`src/rtl/uart_tx_arbiter_if.sv`:
```
// Bundle between the byte-stream requesters, the arbiter and uart_tx.
// Names are from the arbiter's point of view: i_ = into the arbiter, o_ = out of it.
interface uart_tx_arbiter_if #(
    parameter int NUM_REQ = 4
);
    logic [NUM_REQ-1:0]   i_req_valid;
    logic [8*NUM_REQ-1:0] i_req_data;
    logic [NUM_REQ-1:0]   i_req_last;
    logic [NUM_REQ-1:0]   o_req_ready;
    logic [NUM_REQ-1:0]   o_grant;
    logic [7:0]           o_tx_data;
    logic                 o_tx_valid;
    logic                 i_tx_busy;
    logic                 o_timeout_err;

    modport slave (
        input  i_req_valid, i_req_data, i_req_last, i_tx_busy,
        output o_req_ready, o_grant, o_tx_data, o_tx_valid, o_timeout_err
    );

    modport master (
        output i_req_valid, i_req_data, i_req_last, i_tx_busy,
        input  o_req_ready, o_grant, o_tx_data, o_tx_valid, o_timeout_err
    );
endinterface

```
`src/rtl/uart_tx_arbiter.sv`:
```
// Round-robin, packet-granular sharing of one uart_tx among NUM_REQ requesters.
// Optional UART_ARB_TAG_EN: an ASCII '0'+index tag byte precedes each granted packet.
//
// state   | meaning
// --------+-----------------------------------------------------------
// S_IDLE  | no owner; arbitrate among req_valid from r_ptr upward
// S_TAG   | owner granted, send its tag byte (UART_ARB_TAG_EN only)
// S_ISSUE | wait for tx_busy low and owner's byte, then issue it
// S_WBUSY | wait for tx_busy to rise, bounded by BUSY_TIMEOUT
// S_WIDLE | wait for tx_busy to fall; release on last byte
module uart_tx_arbiter #(
    parameter int NUM_REQ      = 4,
    parameter int BUSY_TIMEOUT = 64
) (
    input  logic clk,
    input  logic reset,
    uart_tx_arbiter_if.slave bus
);
    localparam int IW = (NUM_REQ > 1) ? $clog2(NUM_REQ) : 1;

    typedef enum logic [2:0] {
        S_IDLE,
        S_TAG,
        S_ISSUE,
        S_WBUSY,
        S_WIDLE
    } state_t;

    state_t             r_state,  w_state_nxt;
    logic [NUM_REQ-1:0] r_grant,  w_grant_nxt;
    logic [IW-1:0]      r_idx,    w_idx_nxt;
    logic [IW-1:0]      r_ptr,    w_ptr_nxt;
    logic               r_last,   w_last_nxt;
    logic [7:0]         r_cnt,    w_cnt_nxt;
    logic               r_err,    w_err_nxt;

    logic               w_any;
    logic [IW-1:0]      w_win_idx;
    logic               w_tx_valid;
    logic [7:0]         w_tx_data;
    logic [NUM_REQ-1:0] w_req_ready;

    function automatic logic [IW-1:0] wrap_idx(input logic [IW-1:0] base, input int k);
        int s;
        s = int'(base) + k;
        if (s >= NUM_REQ) s = s - NUM_REQ;
        return IW'(s);
    endfunction

    // Walk downward so the lowest offset from r_ptr is the last assignment and wins.
    always_comb begin
        w_any     = 1'b0;
        w_win_idx = '0;
        for (int k = NUM_REQ - 1; k >= 0; k--) begin
            if (bus.i_req_valid[wrap_idx(r_ptr, k)]) begin
                w_any     = 1'b1;
                w_win_idx = wrap_idx(r_ptr, k);
            end
        end
    end

    always_ff @(posedge clk) begin
        if (reset) begin
            r_state <= S_IDLE;
            r_grant <= '0;
            r_idx   <= '0;
            r_ptr   <= '0;
            r_last  <= 1'b0;
            r_cnt   <= '0;
            r_err   <= 1'b0;
        end else begin
            r_state <= w_state_nxt;
            r_grant <= w_grant_nxt;
            r_idx   <= w_idx_nxt;
            r_ptr   <= w_ptr_nxt;
            r_last  <= w_last_nxt;
            r_cnt   <= w_cnt_nxt;
            r_err   <= w_err_nxt;
        end
    end

    always_comb begin
        w_state_nxt = r_state;
        w_grant_nxt = r_grant;
        w_idx_nxt   = r_idx;
        w_ptr_nxt   = r_ptr;
        w_last_nxt  = r_last;
        w_cnt_nxt   = r_cnt;
        w_err_nxt   = r_err;
        w_tx_valid  = 1'b0;
        w_tx_data   = 8'h00;
        w_req_ready = '0;

        case (r_state)
            S_IDLE: begin
                if (w_any) begin
                    w_grant_nxt = {{(NUM_REQ-1){1'b0}}, 1'b1} << w_win_idx;
                    w_idx_nxt   = w_win_idx;
                    w_ptr_nxt   = (w_win_idx == IW'(NUM_REQ - 1)) ? '0 : w_win_idx + 1'b1;
`ifdef UART_ARB_TAG_EN
                    w_state_nxt = S_TAG;
`else
                    w_state_nxt = S_ISSUE;
`endif
                end
            end
`ifdef UART_ARB_TAG_EN
            S_TAG: begin
                if (!bus.i_tx_busy) begin
                    w_tx_valid  = 1'b1;
                    w_tx_data   = 8'h30 + 8'(r_idx);
                    w_last_nxt  = 1'b0;
                    w_cnt_nxt   = 8'(BUSY_TIMEOUT);
                    w_state_nxt = S_WBUSY;
                end
            end
`endif
            S_ISSUE: begin
                if (!bus.i_tx_busy && bus.i_req_valid[r_idx]) begin
                    w_tx_valid  = 1'b1;
                    w_tx_data   = bus.i_req_data[{r_idx, 3'b000} +: 8];
                    w_req_ready = r_grant;
                    w_last_nxt  = bus.i_req_last[r_idx];
                    w_cnt_nxt   = 8'(BUSY_TIMEOUT);
                    w_state_nxt = S_WBUSY;
                end
            end
            S_WBUSY: begin
                if (bus.i_tx_busy) begin
                    w_state_nxt = S_WIDLE;
                end else if (r_cnt <= 8'd1) begin
                    // uart_tx never acknowledged: flag it and move on as if sent
                    w_err_nxt   = 1'b1;
                    w_state_nxt = S_WIDLE;
                end else begin
                    w_cnt_nxt = r_cnt - 8'd1;
                end
            end
            S_WIDLE: begin
                if (!bus.i_tx_busy) begin
                    if (r_last) begin
                        w_grant_nxt = '0;
                        w_state_nxt = S_IDLE;
                    end else begin
                        w_state_nxt = S_ISSUE;
                    end
                end
            end
            default: w_state_nxt = S_IDLE;
        endcase
    end

    assign bus.o_grant       = r_grant;
    assign bus.o_tx_valid    = w_tx_valid;
    assign bus.o_tx_data     = w_tx_data;
    assign bus.o_req_ready   = w_req_ready;
    assign bus.o_timeout_err = r_err;
endmodule

```
`src/flat_wrapper.sv`:
```
// flat-port wrapper written by rule: the top's interface ports become plain ports
module uart_tx_arbiter_flat 
#(
    parameter int NUM_REQ      = 4,
    parameter int BUSY_TIMEOUT = 64
)
  (clk, reset, bus_i_req_valid, bus_i_req_data, bus_i_req_last, bus_i_tx_busy, bus_o_req_ready, bus_o_grant, bus_o_tx_data, bus_o_tx_valid, bus_o_timeout_err);
  uart_tx_arbiter_if #(.NUM_REQ(NUM_REQ)) bus_i ();
  input  logic clk;
  input  logic reset;
  input wire logic [$bits(bus_i.i_req_valid)-1:0] bus_i_req_valid;
  input wire logic [$bits(bus_i.i_req_data)-1:0] bus_i_req_data;
  input wire logic [$bits(bus_i.i_req_last)-1:0] bus_i_req_last;
  input wire logic [$bits(bus_i.i_tx_busy)-1:0] bus_i_tx_busy;
  output wire logic [$bits(bus_i.o_req_ready)-1:0] bus_o_req_ready;
  output wire logic [$bits(bus_i.o_grant)-1:0] bus_o_grant;
  output wire logic [$bits(bus_i.o_tx_data)-1:0] bus_o_tx_data;
  output wire logic [$bits(bus_i.o_tx_valid)-1:0] bus_o_tx_valid;
  output wire logic [$bits(bus_i.o_timeout_err)-1:0] bus_o_timeout_err;
  assign bus_i.i_req_valid = bus_i_req_valid;
  assign bus_i.i_req_data = bus_i_req_data;
  assign bus_i.i_req_last = bus_i_req_last;
  assign bus_i.i_tx_busy = bus_i_tx_busy;
  assign bus_o_req_ready = bus_i.o_req_ready;
  assign bus_o_grant = bus_i.o_grant;
  assign bus_o_tx_data = bus_i.o_tx_data;
  assign bus_o_tx_valid = bus_i.o_tx_valid;
  assign bus_o_timeout_err = bus_i.o_timeout_err;
  uart_tx_arbiter #(.NUM_REQ(NUM_REQ), .BUSY_TIMEOUT(BUSY_TIMEOUT)) u_core (.clk(clk), .reset(reset), .bus(bus_i));
endmodule
```
`config.mk`:
```
export PLATFORM = sky130hd
export DESIGN_NAME = uart_tx_arbiter_flat
export DESIGN_NICKNAME = d
export VERILOG_FILES = /design/src/rtl/uart_tx_arbiter_if.sv /design/src/rtl/uart_tx_arbiter.sv /design/src/flat_wrapper.sv
export SDC_FILE = /design/constraint.sdc
export NUM_CORES = 1
export LEC_CHECK = 0
export ABC_AREA = 1
export CORE_MARGIN = 2
export CORE_UTILIZATION = 35
export CTS_BUF_LIST = sky130_fd_sc_hd__clkbuf_8
export DETAILED_ROUTE_END_ITERATION = 16
export MAX_ROUTING_LAYER = met4
export PLACE_DENSITY = 0.7
export SLEW_MARGIN = 30
export SYNTH_ARGS = -nofsm -noshare
export SYNTH_HDL_FRONTEND = slang
export SYNTH_SLANG_ARGS = --single-unit
```
`constraint.sdc`:
```
create_clock -name clk -period 5.1 [get_ports clk]
set_clock_uncertainty 0.15 [all_clocks]
set_input_delay 0.51 -clock clk [delete_from_list [all_inputs] [get_ports clk]]
set_output_delay 0.51 -clock clk [all_outputs]
set_load 0.02 [all_outputs]
```
# ---- Word-level counts from Yosys, hierarchy flattened
# Cells that the tools add are included.
dict set report classes {
  n_addsub 9
  magnitude_cmp 10
  n_eq_ne 11
  n_shift 2
  n_mux 46
  bitwise_logic 1
  reduce_logical 11
}
# operator count
set op_table {}
lappend op_table {{2-to-1 mux 8 bit} 5}
lappend op_table {{indexed part select 32 x 6 -> 8 bit} 1}
lappend op_table {{2-to-1 mux 2 bit} 10}
lappend op_table {{2-to-1 mux 4 bit} 5}
lappend op_table {{one-hot mux 8 bit (2 select lines)} 1}
lappend op_table {{less-than comparator 2 x 3 -> 1 bit (second input constant)} 5}
lappend op_table {{2-to-1 mux 3 bit} 5}
lappend op_table {{binary-select mux 1 bit (select 2 bit)} 6}
lappend op_table {{2-to-1 mux 1 bit} 12}
lappend op_table {{one-hot mux 3 bit (4 select lines)} 1}
lappend op_table {{AND reduction 4 bit} 3}
lappend op_table {{greater-or-equal comparator 3 bit (second input constant)} 3}
lappend op_table {{less-or-equal comparator 8 x 1 -> 1 bit (second input constant)} 1}
lappend op_table {{one-hot mux 4 bit (2 select lines)} 1}
lappend op_table {{subtractor 2 x 1 -> 2 bit (second input constant)} 4}
lappend op_table {{subtractor 8 x 1 -> 8 bit (second input constant)} 1}
lappend op_table {{adder 2 x 2 -> 3 bit (second input constant)} 2}
lappend op_table {{equality test 3 x 2 -> 1 bit (second input constant)} 2}
lappend op_table {{!= test 2 x 1 -> 1 bit (second input constant)} 3}
lappend op_table {{!= test 2 bit (second input constant)} 3}
lappend op_table {{AND reduction 2 bit} 2}
lappend op_table {{nonzero test 2 bit} 2}
lappend op_table {{<< shifter 1 x 2 -> 4 bit (first input constant)} 1}
lappend op_table {{adder 2 x 1 -> 3 bit (second input constant)} 1}
lappend op_table {{other kinds (10)} 10}
dict set report word_totals {
  ff_bits 21
  output_inout_bits 18
  wordCells 97
}

# ---- Logic depth before layout (Yosys ltp)
# Gate-level depths: netlist of the first run.
dict set report logic_depth {
  word_depth 12
  mapped_depth 16
  mapped_depth_nobuf 16
}

# ---- Least setup slack after synthesis of the first run
# No wires, ideal clock.
dict set report synth_timing {
  kind {input -> output}
  from {input port bus_i_req_valid[1]}
  to {output port bus_o_tx_data[2]}
  t_arrival_ns 1.441
  required_ns 4.440
  path_slack_ns 2.999
  cell_stages 7
  n_path_buf 1
  cell_sequence {inv_1 -> nand2_1 -> nand3_1 -> o21ai_2 -> nand3_4 -> buf_2 -> a21oi_1}
}
dict set report synth_via {
  elab_chain_len 5
}
# element line_no
set synth_rtl {}
lappend synth_rtl {{start: declaration} flat_wrapper.sv:11} ;# input wire logic [$bits(bus_i.i_req_valid)-1:0] bus_i_req_valid;
lappend synth_rtl {{binary-select mux 1 bit (select 2 bit)} uart_tx_arbiter.sv:119} ;# if (!bus.i_tx_busy && bus.i_req_valid[r_idx]) begin
lappend synth_rtl {{2-to-1 mux 1 bit (not written as such)} uart_tx_arbiter.sv:119}
lappend synth_rtl {{logical AND 1 bit} uart_tx_arbiter.sv:119}
lappend synth_rtl {{2-to-1 mux 8 bit} uart_tx_arbiter.sv:119}
lappend synth_rtl {{2-to-1 mux 8 bit} uart_tx_arbiter.sv:94} ;# case (r_state)
lappend synth_rtl {{end: declaration} flat_wrapper.sv:17} ;# output wire logic [$bits(bus_i.o_tx_data)-1:0] bus_o_tx_data;
# No other way between the ends. The select of a mux whose other input is x is not followed.

# ---- Worst setup path after layout of the first run
dict set report layout_timing {
  from {register u_core.r_idx[0]}
  to {output port bus_o_tx_data[7]}
}
dict set report layout_via {
  elab_chain_len 5
}
# element line_no
set layout_rtl {}
lappend layout_rtl {{start: declaration} uart_tx_arbiter.sv:31} ;# logic [IW-1:0] r_idx, w_idx_nxt;
lappend layout_rtl {{start signal: assignment} uart_tx_arbiter.sv:74} ;# r_idx <= w_idx_nxt;
lappend layout_rtl {{branches (longest 3 deep; another with indexed part select 32 x 6 -> 8 bit)} n/a}
lappend layout_rtl {{2-to-1 mux 8 bit (*)} uart_tx_arbiter.sv:119}
lappend layout_rtl {{2-to-1 mux 8 bit (*)} uart_tx_arbiter.sv:94}
# Every way passes the cells marked *. The select of a mux whose other input is x is not followed.

==> results of run 1 <==
## worst max-delay path, cell delays in order (launching register included)
cell and delay (ns):
dfxtp_1 0.73, inv_1 0.43, nand2_1 0.14, nand3_1 0.09
o21ai_2 0.10, nand3_4 0.22, a21oi_1 0.18, clkdlybuf4s50_1 0.62
## per-stage QoR
stage	utilization (%)	area [um2]	power [mW]	std cells	hold WS (ns)
after global routing	50.8	2410	1.10	411	0.362
after CTS	50.8	2410	1.01	411	0.335
after detailed placement	49.8	2370	0.896	407	0.312
final	50.8	2410	1.00	411	0.333
after floorplan	-	1730	0.732	288	0.299
after global placement	49.8	2370	0.887	407	0.305
## metal layers
| layer | up-vias | routed length [um] |
|---|---|---|
| li1 | 1026 | - |
| met1 | 857 | 2200 |
| met2 | 52 | 2150 |
| met3 | 5 | 355 |
| met4 | 0 | 48 |
| met5 | - | 0 |
## power by group
group	internal, mW	total, mW	switching [mW]
Sequential	0.203	0.268	0.0645
Clock	0.0537	0.106	0.0519
Combinational	0.250	0.627	0.377
Total	0.506	1.00	0.493
## path summary, 6_finish.rpt
kind                              start                    end  slack [ns]
setup reg to reg        u_core.r_idx[0]        u_core.r_cnt[7]        2.69
hold / removal    u_core.bus.o_grant[2]  u_core.bus.o_grant[2]        0.33
setup / recovery        u_core.r_idx[0]       bus_o_tx_data[7]        1.67
hold reg to reg   u_core.bus.o_grant[2]  u_core.bus.o_grant[2]        0.33
## sequential cells by signal, summed over array words and instances (netlist names)
register	flops
u_core.bus.o_grant	4
u_core.r_ptr	2
u_core.bus.o_timeout_err	1
u_core.r_last	1
u_core.r_idx	2
u_core.r_state	3
u_core.r_cnt	8
## cell families after synthesis
family                   after synthesis  share of synthesized area, %
flip-flops                            21                          24.3
buffers and inverters                 48                          11.5
AO/OA/AOI/OAI                         58                          18.4
AND/OR/NAND/NOR                      150                          39.0
adder cells (fa/ha/maj)                6                          4.34
XOR/XNOR                               5                          2.53
## layout make-up
type	count	area (um2)	area share [%]
inverters	40	153	6.32
flip-flops and latches	21	420	17.4
clock buffers	3	41.3	1.71
clock inverters	1	3.75	0.155
well taps	67	83.8	3.47
multi-input cells	219	1110	46.1
repair buffers	60	601	24.9
## placed cells by master (no fill, tap or decap), types with 2 or more instances in the layout
| cell | netlist | final |
|---|---|---|
| clkbuf_8 | 0 | 3 |
| nor2_2 | 2 | 2 |
| inv_1 | 30 | 31 |
| o21ai_1 | 6 | 6 |
| nor2_1 | 65 | 65 |
| nand3_2 | 4 | 4 |
| ha_1 | 6 | 6 |
| nand2_2 | 4 | 4 |
| nand3_1 | 17 | 17 |
| clkdlybuf4s50_1 | 0 | 60 |
| dfxtp_1 | 21 | 21 |
| xor2_1 | 4 | 4 |
| nand2_1 | 50 | 50 |
| a21oi_2 | 3 | 3 |
| o21ai_2 | 4 | 4 |
| nand4_1 | 3 | 3 |
| o21ai_0 | 20 | 20 |
| inv_2 | 9 | 9 |
| a21oi_1 | 24 | 24 |
==> impl_metrics.json, run 1 <==
{
  "status": "complete, no violations",
  "chipHeight_um": 74.3,
  "nets": 394,
  "finalSetupViolCount": 0,
  "grt_antenna_before_repair": 0,
  "synth_edf_count": 0,
  "worst_setup_path_end_kind": "output pin",
  "grt-ovfl-total": 0,
  "crit_type": "register to output pin",
  "dp_hpwl_um": 3650,
  "syn_area_per_cell_um2": 6.01,
  "fin_setup_tns_ns": 0,
  "yosysMostFrequentCell": "nor2_1",
  "cp-start-kind": "register",
  "finalCritPeriodShare_pct": 67.3,
  "ys.flop_type": "dfxtp_1",
  "grt_pass1_wl_um": 7520,
  "syn_to_final_growth_pct": 39.5,
  "synth-seq-cells": 21,
  "tightest_slew_ns": 0.693,
  "pin_count": 61,
  "fillCellCount": 496,
  "critPathRequiredTime_ns": 4.44,
  "grt_pass1_vias": 1701,
  "syn-num-nets": 337,
  "cts_tree": "built",
  "grt_usage_pct": 17.7,
  "routed_wl_um": 4750,
  "relSlewSlack_pct": 53.7,
  "fin_ws_ns": 1.67,
  "max_freq_ghz": 0.291,
  "hold_viol": 0,
  "grt_max_degree": 22,
  "yosys.area.top_type": "dfxtp_1",
  "netlist_instances": 288,
  "cts_resized": 0,
  "initial_core_util_pct": 36.4,
  "synthTopCellsByArea": "dfxtp_1 (24%), nor2_1 (14%), nand2_1 (11%), a21oi_1 (6.9%), inv_1 (6.5%)",
  "path_max_fanout": 21,
  "dr_total_vias": 1940,
  "synth_warnings": 0,
  "dieArea_um2": 5530,
  "drc_errors": 0,
  "clock_latency_ns": 0.26,
  "grt_busiest_layer": "met2",
  "grtUsageMet1_pct": 22.1,
  "ant_nets": 0,
  "power-per-cell-area_nw_per_um2": 414,
  "core_region_area_um2": 4750,
  "cts_root_buf": "clkbuf_8",
  "drt_iter0_drc": 80,
  "yosys.area.top_type_share_pct": 24.3,
  "gp_congestion": 0.916,
  "syn-cell-area_um2": 1730,
  "synthDistinctLibCells": 29,
  "antenna-diode-count": 0,
  "r2r_cells": 9,
  "p_leak_nw": 1.05,
  "via_per_inst": 4.72,
  "grt_use_met2_pct": 30.0,
  "async_flop_share_pct": 0,
  "hold_path_class": "register to register",
  "avgRoutedWirePerCell_um": 11.5,
  "cts_setup_buffers": 0,
  "first_pass_iters": 4,
  "drv_slew": 0,
  "numCtsBuffers": 3,
  "ys_seq_area_share_pct": 24.3,
  "layout-drive-gt1-share_pct": 9.88,
  "ir_drop_v": 0.000168,
  "fp-row-count": 25,
  "use_met3_pct": 2.85,
  "min_path_cells": 2,
  "place_ws_ns": 1.96,
  "cts_sinks": 21,
  "die_w_um": 74.3,
  "cts_hold_buf": 0,
  "clk_pin_slew_worst_paths_ns": 0.07,
  "maxCapViolCount": 0,
  "numPortBuffers": 60,
  "cts_buffer_depth": 2,
  "yosys-top-cells-count": "nor2_1 (65), nand2_1 (50), inv_1 (30), a21oi_1 (24), dfxtp_1 (21)",
  "rsz0062_at_grt": "false",
  "crit_arrival_ns": 2.77,
  "ctsHtreeMaxLevel": 1,
  "fin_crit_ns": 3.43
}
Note: power is estimated with default switching activity, not from simulation.
==> run 2: changes to the inputs <==
Clock period 5.1 ns to 3.5 ns, I/O delays scaled along.
==> impl_metrics.json, run 2 (synthesis results as in run 1) <==
{
  "place_ws_ns": 0.775,
  "chipHeight_um": 74.3,
  "fin_crit_ns": 3.00,
  "drv_slew": 0,
  "initial_core_util_pct": 36.4,
  "post-route-util_pct": 50.9,
  "core_region_area_um2": 4750,
  "fin_setup_tns_ns": 0,
  "drc_errors": 0,
  "avgRoutedWirePerCell_um": 11.3,
  "worst_setup_path_end_kind": "output pin",
  "nets": 395,
  "hold_viol": 0,
  "cts_setup_buffers": 0,
  "fin_area_um2": 2420,
  "first_pass_iters": 4,
  "rsz0062_at_grt": "false",
  "via_per_inst": 4.68,
  "gp_congestion": 0.933,
  "cts_resized": 0,
  "grt_antenna_before_repair": 0,
  "power-per-cell-area_nw_per_um2": 606,
  "pin_count": 61,
  "grt-ovfl-total": 0,
  "grt_max_degree": 22,
  "hold_path_class": "register to register",
  "cts_sinks": 21,
  "cp-start-kind": "register",
  "ctsHtreeMaxLevel": 1,
  "crit_arrival_ns": 2.50,
  "ant_nets": 0,
  "syn_to_final_growth_pct": 39.9,
  "grt_pass1_vias": 1710,
  "critPathRequiredTime_ns": 3.00,
  "antenna-diode-count": 0,
  "tightest_slew_ns": 0.662,
  "largest_register_ffs": 8,
  "die_w_um": 74.3,
  "finalCritPeriodShare_pct": 85.7,
  "cts_tree": "built",
  "dieArea_um2": 5530,
  "crit_type": "register to output pin",
  "drt_iter0_drc": 89,
  "max_freq_ghz": 0.334,
  "postPlaceCellArea_um2": 2380,
  "routed_wl_um": 4650,
  "numPortBuffers": 60,
  "path_max_fanout": 21,
  "relSlewSlack_pct": 55.8,
  "dp_hpwl_um": 3550,
  "cts_hold_buf": 0,
  "grt_pass1_wl_um": 7400,
  "maxCapViolCount": 0,
  "status": "complete, no violations",
  "mostFrequentLayoutCells": "nor2_1 (65), clkdlybuf4s50_1 (60), nand2_1 (50)",
  "dr_total_vias": 1930,
  "cts_root_buf": "clkbuf_8",
  "fin_ws_ns": 0.502,
  "ir_drop_v": 0.000324,
  "fp-row-count": 25,
  "clock_latency_ns": 0.26,
  "cts_buffer_depth": 2,
  "layout_commonest_cell": "nor2_1",
  "p_leak_nw": 1.05,
  "layoutNonFillerInstCount": 412,
  "numCtsBuffers": 3,
  "grt_usage_pct": 17.3,
  "layout-drive-gt1-share_pct": 10.1,
  "top_register": "u_core.r_cnt",
  "place_inst": 408,
  "finalSetupViolCount": 0,
  "clk_pin_slew_worst_paths_ns": 0.07
}
## run 2: cell count changes in the layout (fill, tap and decap cells not counted)
| cell | delta |
|---|---|
| buf_4 | +1 |
## run 2: worst max-delay path, stage by stage, from the launching register on
cell	delay, ns
dfxtp_1	0.74
o21ai_0	0.23
o21ai_2	0.22
nand3_4	0.23
a21oi_1	0.19
clkdlybuf4s50_1	0.62
## run 2: metrics by stage
step | hold slack, ns | power (mW)
2_1_floorplan | 0.262 | 1.07
3_3_place_gp | 0.308 | 1.30
3_5_place_dp | 0.313 | 1.31
4_1_cts | 0.343 | 1.48
5_1_grt | 0.356 | 1.62
6_report | 0.338 | 1.47
## run 2: final cells by class
| type | instances | area (um2) |
|---|---|---|
| fillers | 492 | 2330 |
| multi-input cells | 219 | 1110 |
| repair buffers | 61 | 608 |
| flip-flops and latches | 21 | 420 |
| inverters | 40 | 153 |
| well taps | 67 | 83.8 |
| clock buffers | 3 | 41.3 |
| clock inverters | 1 | 3.75 |
## run 2: power by group
part           switching (mW)  internal (mW)
Combinational           0.552          0.370
Clock                  0.0793         0.0782
Sequential             0.0931          0.296
## run 2: worst paths after layout
check	end	cells after the start	from	slack [ns]
setup reg to reg	u_core.bus.o_grant[0]	16	u_core.r_ptr[0]	1.18
setup / recovery	bus_o_tx_data[5]	5	u_core.r_idx[0]	0.50
hold reg to reg	u_core.bus.o_grant[0]	2	u_core.bus.o_grant[0]	0.34
hold / removal	u_core.bus.o_grant[0]	2	u_core.bus.o_grant[0]	0.34
## run 2: per-layer routing
layer | global-route usage (%) | wire [um] | up-vias
met3 | 4.34 | 431 | 5
met5 | - | 0 | -
met1 | 20.6 | 2070 | 841
li1 | - | - | 1024
met4 | 3.37 | 29 | 0
met2 | 30.0 | 2120 | 60
==> run 3: changes to the inputs <==
Settings changed: ABC_AREA 1 to 0, PLACE_DENSITY 0.7 to 0.72.
==> impl_metrics.json, run 3 <==
{
  "avgRoutedWirePerCell_um": 13.8,
  "cts_root_buf": "clkbuf_8",
  "crit_type": "register to output pin",
  "critPathRequiredTime_ns": 3.00,
  "clock_latency_ns": 0.27,
  "syn_to_final_growth_pct": 46.0,
  "layout-drive-gt1-share_pct": 11.6,
  "yosys-top-cells-count": "dfxtp_1 (21), nand2_1 (17), a21oi_1 (13), and2_1 (12), nor2_1 (12)",
  "die_w_um": 69.2,
  "cts_sinks": 21,
  "cts_resized": 0,
  "cp_slowest_cell": "clkdlybuf4s50_1",
  "crit_start": "u_core.r_idx[1]",
  "drv_slew": 0,
  "worstReg2RegStart": "u_core.r_cnt[2]",
  "hold_path_class": "register to register",
  "tightest_slew_ns": 0.731,
  "syn_area_per_cell_um2": 8.92,
  "ys_seq_area_share_pct": 28.2,
  "top_register": "u_core.r_cnt",
  "yosys.area.top_type": "dfxtp_1",
  "cts_buffer_depth": 2,
  "synthDistinctLibCells": 40,
  "cts_tree": "built",
  "netlist_instances": 167,
  "cts_setup_buffers": 0,
  "antenna-diode-count": 0,
  "nets": 275,
  "via_per_inst": 5.12,
  "synth_edf_count": 0,
  "finalCritPeriodShare_pct": 90.1,
  "worst_setup_path_end_kind": "output pin",
  "synthTopCellsByArea": "dfxtp_1 (28%), mux4_2 (14%), and2_1 (5.0%), ha_1 (5.0%), mux2i_1 (4.7%)",
  "largest_register_ffs": 8,
  "syn-cell-area_um2": 1490,
  "power-per-cell-area_nw_per_um2": 289,
  "pin_count": 61,
  "place_inst": 271,
  "first_pass_iters": 4,
  "mostFrequentLayoutCells": "clkdlybuf4s50_1 (60), dfxtp_1 (21), nand2_1 (17)",
  "finalSetupViolCount": 0,
  "grt_pass1_wl_um": 6350,
  "r2r_cells": 4,
  "ctsHtreeMaxLevel": 1,
  "gp_congestion": 0.823,
  "path_max_fanout": 13,
  "dp_hpwl_um": 3000,
  "maxCapViolCount": 0,
  "status": "complete, no violations",
  "fp-row-count": 23,
  "crit_chain": "buf_4 > mux2_2 > a22oi_1 > or2_2 > inv_1 > and2_1 > clkdlybuf4s50_1",
  "clk_pin_slew_worst_paths_ns": 0.08,
  "async_flop_share_pct": 0,
  "postPlaceCellArea_um2": 2130,
  "grt-ovfl-total": 0,
  "yosysMostFrequentCell": "dfxtp_1",
  "ir_drop_v": 0.000179,
  "r2r-end": "u_core.r_cnt[1]",
  "relSlewSlack_pct": 50.7,
  "crit_arrival_ns": 2.65,
  "grt_antenna_before_repair": 0,
  "ys.flop_type": "dfxtp_1",
  "synth-seq-cells": 21,
  "synth_warnings": 0,
  "slowest_delay_ns": 0.54,
  "reg2reg_slack_ns": 1.44,
  "cts_hold_buf": 0,
  "fin_crit_ns": 3.15,
  "syn-num-nets": 216,
  "numCtsBuffers": 3,
  "numPortBuffers": 60,
  "grt_usage_pct": 16.2,
  "grt_max_degree": 14,
  "p_leak_nw": 0.816,
  "cp-start-kind": "register",
  "fin_setup_tns_ns": 0,
  "drt_iter0_drc": 66,
  "grt_pass1_vias": 1249,
  "layoutNonFillerInstCount": 275,
  "dr_total_vias": 1407,
  "fin_area_um2": 2170,
  "max_freq_ghz": 0.317,
  "hold_viol": 0,
  "core_region_area_um2": 4060,
  "crit_path_end": "bus_o_req_ready[2]",
  "yosys.area.top_type_share_pct": 28.2,
  "initial_core_util_pct": 36.7,
  "rsz0062_at_grt": "false",
  "chipHeight_um": 69.2,
  "routed_wl_um": 3800,
  "dieArea_um2": 4790,
  "layout_commonest_cell": "clkdlybuf4s50_1",
  "ant_nets": 0,
  "drc_errors": 0
}
-- run 3: how the worst min path moves through the flow --
stage | startpoint | end | slack, ns | cells after the start
floorplan | u_core.r_cnt[1] | u_core.r_cnt[1] | 0.31 | 2
global placement | u_core.bus.o_grant[2] | u_core.bus.o_grant[2] | 0.31 | 2
detailed placement | u_core.bus.o_grant[2] | u_core.bus.o_grant[2] | 0.32 | 2
CTS | u_core.bus.o_grant[2] | u_core.bus.o_grant[2] | 0.33 | 2
global route | u_core.bus.o_grant[2] | u_core.bus.o_grant[2] | 0.36 | 2
finish | u_core.bus.o_grant[2] | u_core.bus.o_grant[2] | 0.32 | 2
-- run 3: where the power goes --
part | internal, mW | switching [mW] | leakage [nW]
sequential | 0.252 | 0.0139 | 0.171
clock | 0.0795 | 0.0839 | 0.0255
combinational | 0.115 | 0.0844 | 0.619
total | 0.446 | 0.182 | 0.816
-- run 3: metal layers --
metal	global-route usage (%)	up-vias	part of all wire [%]
met5	-	-	0
met4	3.49	0	1.2
met3	2.62	4	3.1
met2	25.4	36	48
met1	22.2	644	48
li1	-	723	-
-- run 3: cells by family after synthesis --
| family | Yosys count | synth area share (%) |
|---|---|---|
| flip-flops | 21 | 28.2 |
| multiplexers | 18 | 19.8 |
| AO/OA/AOI/OAI | 36 | 16.4 |
| XOR/XNOR | 3 | 1.77 |
| adder cells (fa/ha/maj) | 6 | 5.04 |
| AND/OR/NAND/NOR | 67 | 24.0 |
| buffers and inverters | 16 | 4.71 |
-- run 3: final cells by class --
cell class,instances,area (um2)
multi-input combinational,130,998
clock inverter,1,5.00
clock buffer,3,41.3
tap,50,62.6
fill,374,1880
inverter,8,30.0
sequential,21,420
timing repair buffer,62,616
-- run 3: worst max-delay path, delay by kind of cell (launching register included) --
kind	cells	cell delay, ns
buffers and inverters	3	0.89
and+or+nand+nor	2	0.43
DFF	1	0.36
muxes	1	0.35
AOI/OAI and AO/OA	1	0.35
-- run 3: per-stage QoR --
stage	worst slack (ns)	utilization, %	hold WS, ns	power (mW)
2_1_floorplan	1.39	-	0.305	0.381
3_3_place_gp	0.352	52.4	0.310	0.468
3_5_place_dp	0.344	52.4	0.316	0.471
4_1_cts	0.332	53.6	0.327	0.633
5_1_grt	0.121	53.6	0.360	0.662
6_report	0.346	53.6	0.321	0.629
